==> src/rtl/mul_pkg.sv <==
// Shared definitions for the RV32M multi-cycle multiplier: op encodings,
// FSM state encodings and the operation-select width.
package mul_pkg;

   localparam int OP_W = 2;

   localparam logic [1:0] MUL_OP_MUL    = 2'd0;
   localparam logic [1:0] MUL_OP_MULH   = 2'd1;
   localparam logic [1:0] MUL_OP_MULHSU = 2'd2;
   localparam logic [1:0] MUL_OP_MULHU  = 2'd3;

   localparam logic [2:0] ST_IDLE = 3'd0;
   localparam logic [2:0] ST_MUL0 = 3'd1;
   localparam logic [2:0] ST_MUL1 = 3'd2;
   localparam logic [2:0] ST_MUL2 = 3'd3;
   localparam logic [2:0] ST_MUL3 = 3'd4;
   localparam logic [2:0] ST_SIGN = 3'd5;
   localparam logic [2:0] ST_DONE = 3'd6;

   typedef enum logic [2:0] {
      S_IDLE = ST_IDLE,
      S_MUL0 = ST_MUL0,
      S_MUL1 = ST_MUL1,
      S_MUL2 = ST_MUL2,
      S_MUL3 = ST_MUL3,
      S_SIGN = ST_SIGN,
      S_DONE = ST_DONE
   } state_t;

endpackage

==> src/rtl/dsp_mul16x16u.sv <==
// Unsigned 16x16 combinational multiplier; behavioural stand-in for an SB_MAC16
// configured with A_SIGNED=B_SIGNED=0 and every input/output register bypassed.
module dsp_mul16x16u (
   input  logic [15:0] a,
   input  logic [15:0] b,
   output logic [31:0] p
);

   assign p = 32'(a) * 32'(b);

endmodule

==> src/rtl/dsp_mul_sequencer.sv <==
// RV32M MUL/MULH/MULHSU/MULHU unit: four passes through one unsigned 16x16
// multiplier on operand magnitudes, accumulated into 64 bits, then sign-fixed.
module dsp_mul_sequencer #(
   parameter int OP_W = mul_pkg::OP_W
) (
   input  logic            clk,
   input  logic            rst_n,
   input  logic            req_valid,
   output logic            req_ready,
   input  logic [OP_W-1:0] req_op,
   input  logic [31:0]     req_a,
   input  logic [31:0]     req_b,
   input  logic            kill,
   output logic            resp_valid,
   input  logic            resp_ready,
   output logic [31:0]     resp_data
);

   import mul_pkg::*;

   state_t          state_reg, state_next;
   logic [OP_W-1:0] op_reg;
   logic [31:0]     a_mag_reg, b_mag_reg;
   logic            neg_reg;
   logic [63:0]     acc_reg;

   logic            a_neg, b_neg;
   logic [31:0]     a_mag_next, b_mag_next;
   logic [15:0]     mul_a, mul_b;
   logic [31:0]     prod;
   logic [63:0]     prod_aligned;

   // Only MULH/MULHSU treat rs1 as signed, only MULH treats rs2 as signed.
   // Negating 0x80000000 yields 0x80000000, which is the correct unsigned magnitude.
   always_comb begin
      a_neg      = req_a[31] && ((req_op == MUL_OP_MULH) || (req_op == MUL_OP_MULHSU));
      b_neg      = req_b[31] && (req_op == MUL_OP_MULH);
      a_mag_next = a_neg ? (32'd0 - req_a) : req_a;
      b_mag_next = b_neg ? (32'd0 - req_b) : req_b;
   end

   always_comb begin
      mul_a        = a_mag_reg[15:0];
      mul_b        = b_mag_reg[15:0];
      prod_aligned = {32'd0, prod};
      case (state_reg)
         S_MUL1: begin
            mul_b        = b_mag_reg[31:16];
            prod_aligned = {16'd0, prod, 16'd0};
         end
         S_MUL2: begin
            mul_a        = a_mag_reg[31:16];
            prod_aligned = {16'd0, prod, 16'd0};
         end
         S_MUL3: begin
            mul_a        = a_mag_reg[31:16];
            mul_b        = b_mag_reg[31:16];
            prod_aligned = {prod, 32'd0};
         end
         default: ;
      endcase
   end

   dsp_mul16x16u u_mul (
      .a (mul_a),
      .b (mul_b),
      .p (prod)
   );

   always_comb begin
      state_next = state_reg;
      req_ready  = 1'b0;
      resp_valid = 1'b0;
      case (state_reg)
         S_IDLE: begin
            req_ready = 1'b1;
            if (req_valid) state_next = S_MUL0;
         end
         S_MUL0: state_next = kill ? S_IDLE : S_MUL1;
         S_MUL1: state_next = kill ? S_IDLE : S_MUL2;
         S_MUL2: state_next = kill ? S_IDLE : S_MUL3;
         S_MUL3: state_next = kill ? S_IDLE : S_SIGN;
         S_SIGN: state_next = kill ? S_IDLE : S_DONE;
         S_DONE: begin
            resp_valid = 1'b1;
            if (kill || resp_ready) state_next = S_IDLE;
         end
         default: state_next = S_IDLE;
      endcase
   end

   always_ff @(posedge clk or negedge rst_n) begin
      if (!rst_n) begin
         state_reg <= S_IDLE;
         op_reg    <= '0;
         a_mag_reg <= '0;
         b_mag_reg <= '0;
         neg_reg   <= 1'b0;
         acc_reg   <= '0;
      end else begin
         state_reg <= state_next;
         case (state_reg)
            S_IDLE: begin
               if (req_valid) begin
                  op_reg    <= req_op;
                  a_mag_reg <= a_mag_next;
                  b_mag_reg <= b_mag_next;
                  neg_reg   <= a_neg ^ b_neg;
                  acc_reg   <= '0;
               end
            end
            S_MUL0, S_MUL1, S_MUL2, S_MUL3: acc_reg <= acc_reg + prod_aligned;
            S_SIGN: if (neg_reg) acc_reg <= 64'd0 - acc_reg;
            default: ;
         endcase
      end
   end

   // Driven purely from registers, so it holds steady under backpressure.
   assign resp_data = (op_reg == MUL_OP_MUL) ? acc_reg[31:0] : acc_reg[63:32];

endmodule

==> config.mk <==
export PLATFORM = sky130hd
export DESIGN_NAME = dsp_mul_sequencer
export DESIGN_NICKNAME = d
export VERILOG_FILES = /design/src/rtl/mul_pkg.sv /design/src/rtl/dsp_mul16x16u.sv /design/src/rtl/dsp_mul_sequencer.sv
export SDC_FILE = /design/constraint.sdc
export NUM_CORES = 1
export LEC_CHECK = 0
export CORE_MARGIN = 8
export CORE_UTILIZATION = 45
export DETAILED_ROUTE_END_ITERATION = 16
export RECOVER_POWER = 100
export SETUP_SLACK_MARGIN = 0.02
export SYNTH_ARGS = -nofsm -noshare
export SYNTH_HDL_FRONTEND = slang
export SYNTH_SLANG_ARGS = --single-unit
==> constraint.sdc <==
create_clock -name clk -period 30.5 [get_ports clk]
set_clock_uncertainty 0.15 [all_clocks]
set_input_delay 6.1 -clock clk [delete_from_list [all_inputs] [get_ports clk]]
set_output_delay 6.1 -clock clk [all_outputs]
set_load 0.01 [all_outputs]
-- After elaboration in Yosys (flattened, before gate mapping)
Cells that the tools add are included.
- $add $sub $neg: 4
- multiply operators: 1
- eq/ne operators: 11
- multiplexer cells: 19
- bitwise logic cells: 1
- reductions and logical operators: 14
- operator list (kind ; count):
    $pmux W64 S3 ; 1
    $mux W64 ; 2
    $pmux W64 S2 ; 1
    $mux W32 ; 3
    $add A64 B64 Y64 ; 1
    $sub A1 B32 Y32 const A ; 2
    $sub A1 B64 Y64 const A ; 1
    $mul A16 B16 Y32 ; 1
    $mux W16 ; 2
    $pmux W3 S7 ; 1
    $mux W3 ; 5
    $eq A3 B3 Y1 const B ; 3
    $eq A3 B2 Y1 const B ; 2
    $ne A2 B2 Y1 const B ; 3
    $reduce_or A2 Y1 ; 3
    $mux W2 ; 2
    $reduce_and A2 Y1 ; 2
    $reduce_or A4 Y1 ; 1
    $eq A3 B1 Y1 const B ; 1
    $logic_not A3 Y1 ; 1
    $reduce_and A3 Y1 ; 1
    $reduce_bool A3 Y1 ; 1
    $eq A2 B1 Y1 const B ; 1
    $eq A2 B2 Y1 const B ; 1
    5 further kinds ; 8
- register bits after elaboration: 134
- bits of input ports: 71
- logic and storage cells: 56

-- Logic depth before layout (Yosys ltp)
- depth in word-level cells: 7
- gate-level depth with buffers: 42
- depth with buffers taken out: 37

-- By module
From an unflattened synthesis, not the netlist that was laid out.
- cells, all modules: 2691
- area total of the unflattened synthesis: 21424.3 µm²
- modules (own cells, without submodules) (module ; times used ; cells an instance ; area each (µm²) ; sequential area each (µm²)):
    dsp_mul_sequencer ; 1 ; 1685 ; 12801.0 ; 3353.2
    dsp_mul16x16u ; 1 ; 1006 ; 8623.3 ; 0.0

-- Worst setup path after synthesis
No wires, ideal clock.
- path type: register to register
- start point: reg state_reg[1]
- end point: reg acc_reg[63]
- data arrival time: 10496 ps
- path slack: 19769 ps
- cell stages (with the launch flop): 41
- path through: dfrtp_1 > clkbuf_1 > nor2b_1 > clkbuf_1 > nand2_1 > nand2_1 > buf_1 > clkbuf_1 > mux2i_1 > nor2_1 > fa_1 > inv_1 > fa_1 > inv_1 > fa_1 > fa_1 > fa_1 > inv_1 > [5 not listed] > a21oi_1 > o21bai_1 > nand3b_1 > o211ai_1 > mux2_2 > a2111oi_0 > o22ai_1 > ha_1 > clkbuf_1 > a21o_1 > a21oi_1 > o22ai_1 > a211o_1 > nor4_1 > o211ai_1 > o211ai_1 > xnor3_1 > o221ai_2
- cells in the longest elaborated chain, start to end: 7
- elaborated cells on any way between the ends: 20
- ends and longest elaborated chain (item ; line ; source):
    start, declared ; dsp_mul_sequencer.sv:21 ; state_t state_reg, state_next;
    start signal, assigned ; dsp_mul_sequencer.sv:101 ; state_reg <= state_next;
    $eq A3 B3 Y1 or $eq A3 B2 Y1 (tied branches) ; dsp_mul_sequencer.sv:46, dsp_mul_sequencer.sv:102 ;
    $reduce_or A2 Y1 (no line) ; - ;
    $mux W16 ; dsp_mul_sequencer.sv:46 ; case (state_reg)
    $mul A16 B16 Y32 ; dsp_mul16x16u.sv:9 ; assign p = 32'(a) * 32'(b);
    $pmux W64 S2 ; dsp_mul_sequencer.sv:46 ;
    $add A64 B64 Y64 ; dsp_mul_sequencer.sv:112 ; S_MUL0, S_MUL1, S_MUL2, S_MUL3: acc_reg <= acc_reg + prod_aligned;
    $pmux W64 S3 ; dsp_mul_sequencer.sv:102 ; case (state_reg)
    end signal, assigned ; dsp_mul_sequencer.sv:112 ;
    end signal, assigned ; dsp_mul_sequencer.sv:113 ; S_SIGN: if (neg_reg) acc_reg <= 64'd0 - acc_reg;
    end, declared ; dsp_mul_sequencer.sv:25 ; logic [63:0] acc_reg;
Parallel ways exist; a longest one is shown, timed or not.
A chain may end at the register's enable or synchronous reset.

-- Worst setup path after layout
- start point: reg state_reg[2]
- end point: reg acc_reg[63]
The elaborated chain is that of the path after synthesis.

==> flow_metrics.tcl <==
set metrics [dict create \
    grt_start_max_net_pins 122 \
    largest_register_ffs 64 \
    final-hold-violation-count 0 \
    status "finished, violations left" \
    slew_viol_final 420 \
    cp-end-kind "flop" \
    synth_common_cells "322 x nand2_1, 273 x nor2_1, 268 x inv_1" \
    detailedPlacementHpwl_um 59400 \
    synth_most_common_cell "nand2_1" \
    avgViaCountPerCell 6.05 \
    drt_pre_antenna_iters 6 \
    maxCapViolations 7 \
    post_cts_hold_buffer_count 0 \
    max-slew-margin-rel_pct -177 \
    min_period_ns 14.30 \
    crit_path_top_delay_cell "clkbuf_1" \
    first_pass_grt_wire_length_um 116000 \
    route.detailed.wl_per_inst_um 22.5 \
    crit_path_max_incr_delay_ns 1.45 \
    grt_setup_unrepaired "no" \
    synth-seq-area-share_pct 15.7 \
    clock-root-buffer "clkbuf_16" \
    routed-via-count 20138 \
    area_growth_syn_to_layout_pct 10.1 \
    dpl_cell_area_sq_mm 0.0229 \
    synth-async-reset-ratio_pct 100 \
    yosysTopAreaCellShare_pct 18.3 \
    cts.sinks 134 \
    arrival_ns 14.56 \
    fp.coreArea_sq_mm 0.0472 \
    floorplan.die_area_sq_mm 0.0547 \
    rows 80 \
    initial_core_util_pct 45.2 \
    startpoint_types "flop" \
    htree_levels 4 \
    worst-path-max-fanout 31 \
    critical_path_class "reg -> reg" \
    critical_path_required_ns 30.75 \
    cp_common_cell "fa_1" \
    clock_tree_from_tritoncts "done" \
    route.antenna.remaining_nets 0 \
    failed_checks "max-capacitance violations, max-slew violations" \
    postSynth.topFlopCell "dfrtp_1" \
    clk-insertion-delay-late_ns 0.50 \
    setup_violating_endpoint_count_in_the_final_report 0 \
    synthDistinctLibCells 81 \
    number_of_enable_flip_flop_cells_after_synthesis 0 \
    dpl_worst_slack_ns 17.59 \
    yosys_register_bits 134 \
    post_synth_instance_area_sq_mm 0.0213 \
    ctsResizeCount 0 \
    layout_fillers 4695 \
    syn-instance-count 2682 \
    top_level_ports 105 \
    final_weighted_congestion_in_routability_driven_placement 0.962 \
    synth_area_leader_cell "fa_1" \
    synth.net_count 3119 \
    clkTransAtPathRegs_ns 0.08 \
    dieWidth_um 234 \
    finished_cell_area_sq_mm 0.0235 \
    max_freq_ghz 0.0699 \
    antenna_found_initial 1 \
    syn_area_per_cell_sq_um 7.96 \
    final_layout_size_suffix_gt1_share_pct 5.16 \
    nets 3137 \
    setup_total_negative_slack_ns 0 \
    placement.io_buffers 104 \
    drt-initial-drc-count 1798 \
    synthTopCellsByArea "fa_1 18%, dfrtp_1 16%, ha_1 10%" \
    max-clock-path-buffers 2 \
    chipHeight_um 234 \
    drt_wl_total_um 74800 \
    multi_input_comb_area_sq_mm 0.0165 \
    grt_util_all_layers_pct 27.6 \
    timing.final.crit_share_pct 46.9 \
    detail_route.drc_violations 0 \
    regArea_sq_mm 0.00335 \
    setup_ws_ns 16.20 \
    grt_residual_overflow 0 \
    post-cts-setup-buffer-count 0 \
    grt_pass1_vias 19775 \
    worst_hold_path_type "reg -> reg" \
    yosysWarnings 0 \
    worst_pin_slew_ns 4.16 \
    cts-buffers-inserted 17 \
]
[metrics by stage]
step                      utilization (%)  hold slack (ns)  cells
after floorplan                         -            0.294   2682
after CTS                            49.8            0.338   3328
after global placement               48.5            0.313   3296
after detailed placement             48.5            0.318   3296
after global routing                 49.7            0.371   3328
final                                49.7            0.332   3329
[cells in the final DEF (no fill, tap or decap), drive strengths merged, types with 9 or more instances in the layout]
master | Yosys | layout
o211ai | 16 | 16
fa | 195 | 195
o21a | 13 | 13
a22oi | 18 | 18
nor4 | 21 | 21
dfrtp | 134 | 134
a21oi | 146 | 146
a211o | 11 | 11
nand3 | 34 | 34
o41ai | 12 | 12
and2 | 16 | 16
ha | 171 | 171
buf | 6 | 22
nor2 | 273 | 273
nand4 | 33 | 33
or3 | 17 | 17
o22ai | 28 | 28
and3 | 18 | 18
dlygate4sd3 | 0 | 29
a21o | 53 | 53
nor3 | 67 | 67
clkdlybuf4s50 | 0 | 74
nor2b | 12 | 12
xnor2 | 68 | 68
clkbuf | 127 | 24
o21bai | 16 | 16
mux2i | 33 | 33
o31ai | 21 | 21
nand2b | 21 | 21
a22o | 13 | 13
or2 | 10 | 10
mux2 | 63 | 63
inv | 268 | 279
a31oi | 21 | 21
nand2 | 322 | 322
o21ai | 219 | 219
and4 | 9 | 9
a211oi | 21 | 21
or4 | 15 | 15
xor2 | 66 | 66
[cells by family (layout without fill, tap and decap cells)]
kind of cell	count (synthesis)	after routing	share of synthesized area, %
fa+ha+maj	366	366	28.3
flops	134	134	15.7
xor+xnor	135	135	5.60
mux	96	96	4.87
other cells	0	1	0
compound gates	667	667	19.5
simple gates	883	883	18.9
buf+inv	401	432	7.09
[per-layer routing]
| metal | global-route usage (%) | part of all wire (%) | vias to the layer above |
|---|---|---|---|
| met2 | 41.7 | 44 | 834 |
| met5 | 0 | 0 | - |
| met1 | 39.4 | 45 | 9913 |
| li1 | - | - | 9293 |
| met3 | 5.85 | 8.8 | 98 |
| met4 | 7.69 | 2.2 | 0 |
[worst paths after layout]
| kind | startpoint | to | slack [ns] | depth (start not counted) |
|---|---|---|---|---|
| worst max-delay path | state_reg[2] | acc_reg[63] | 16.20 | 36 |
| worst min register to register | a_mag_reg[16] | a_mag_reg[16] | 0.33 | 2 |
| worst min-delay path | a_mag_reg[16] | a_mag_reg[16] | 0.33 | 2 |
| worst max register to register | state_reg[2] | acc_reg[63] | 16.20 | 36 |
| min in group asynchronous | rst_n | acc_reg[53] | 6.85 | 1 |
| max in group asynchronous | rst_n | a_mag_reg[19] | 18.17 | 2 |
[worst max-delay path: cells and delay by family, from the launching register on]
kind | cells | cell delay, ns
muxes | 2 | 1.44
buffers and inverters | 5 | 1.64
adders and majority gates | 8 | 3.99
xor gates and xnor gates | 1 | 0.26
AOI/OAI and AO/OA | 13 | 3.49
DFF | 1 | 0.65
and+or+nand+nor | 7 | 2.52
[layout make-up]
type / count / area share [%]
Antenna cell: 1 / 0.0107
Clock buffer: 17 / 1.81
Clock inverter: 15 / 0.857
Inverter: 268 / 4.28
Multi-Input combinational cell: 2147 / 70.3
Sequential cell: 134 / 14.3
Tap cell: 615 / 3.28
Timing Repair Buffer: 132 / 5.20
Power is not shown: default switching activity piles up to over one toggle a cycle in this logic, so the estimate is an artifact.
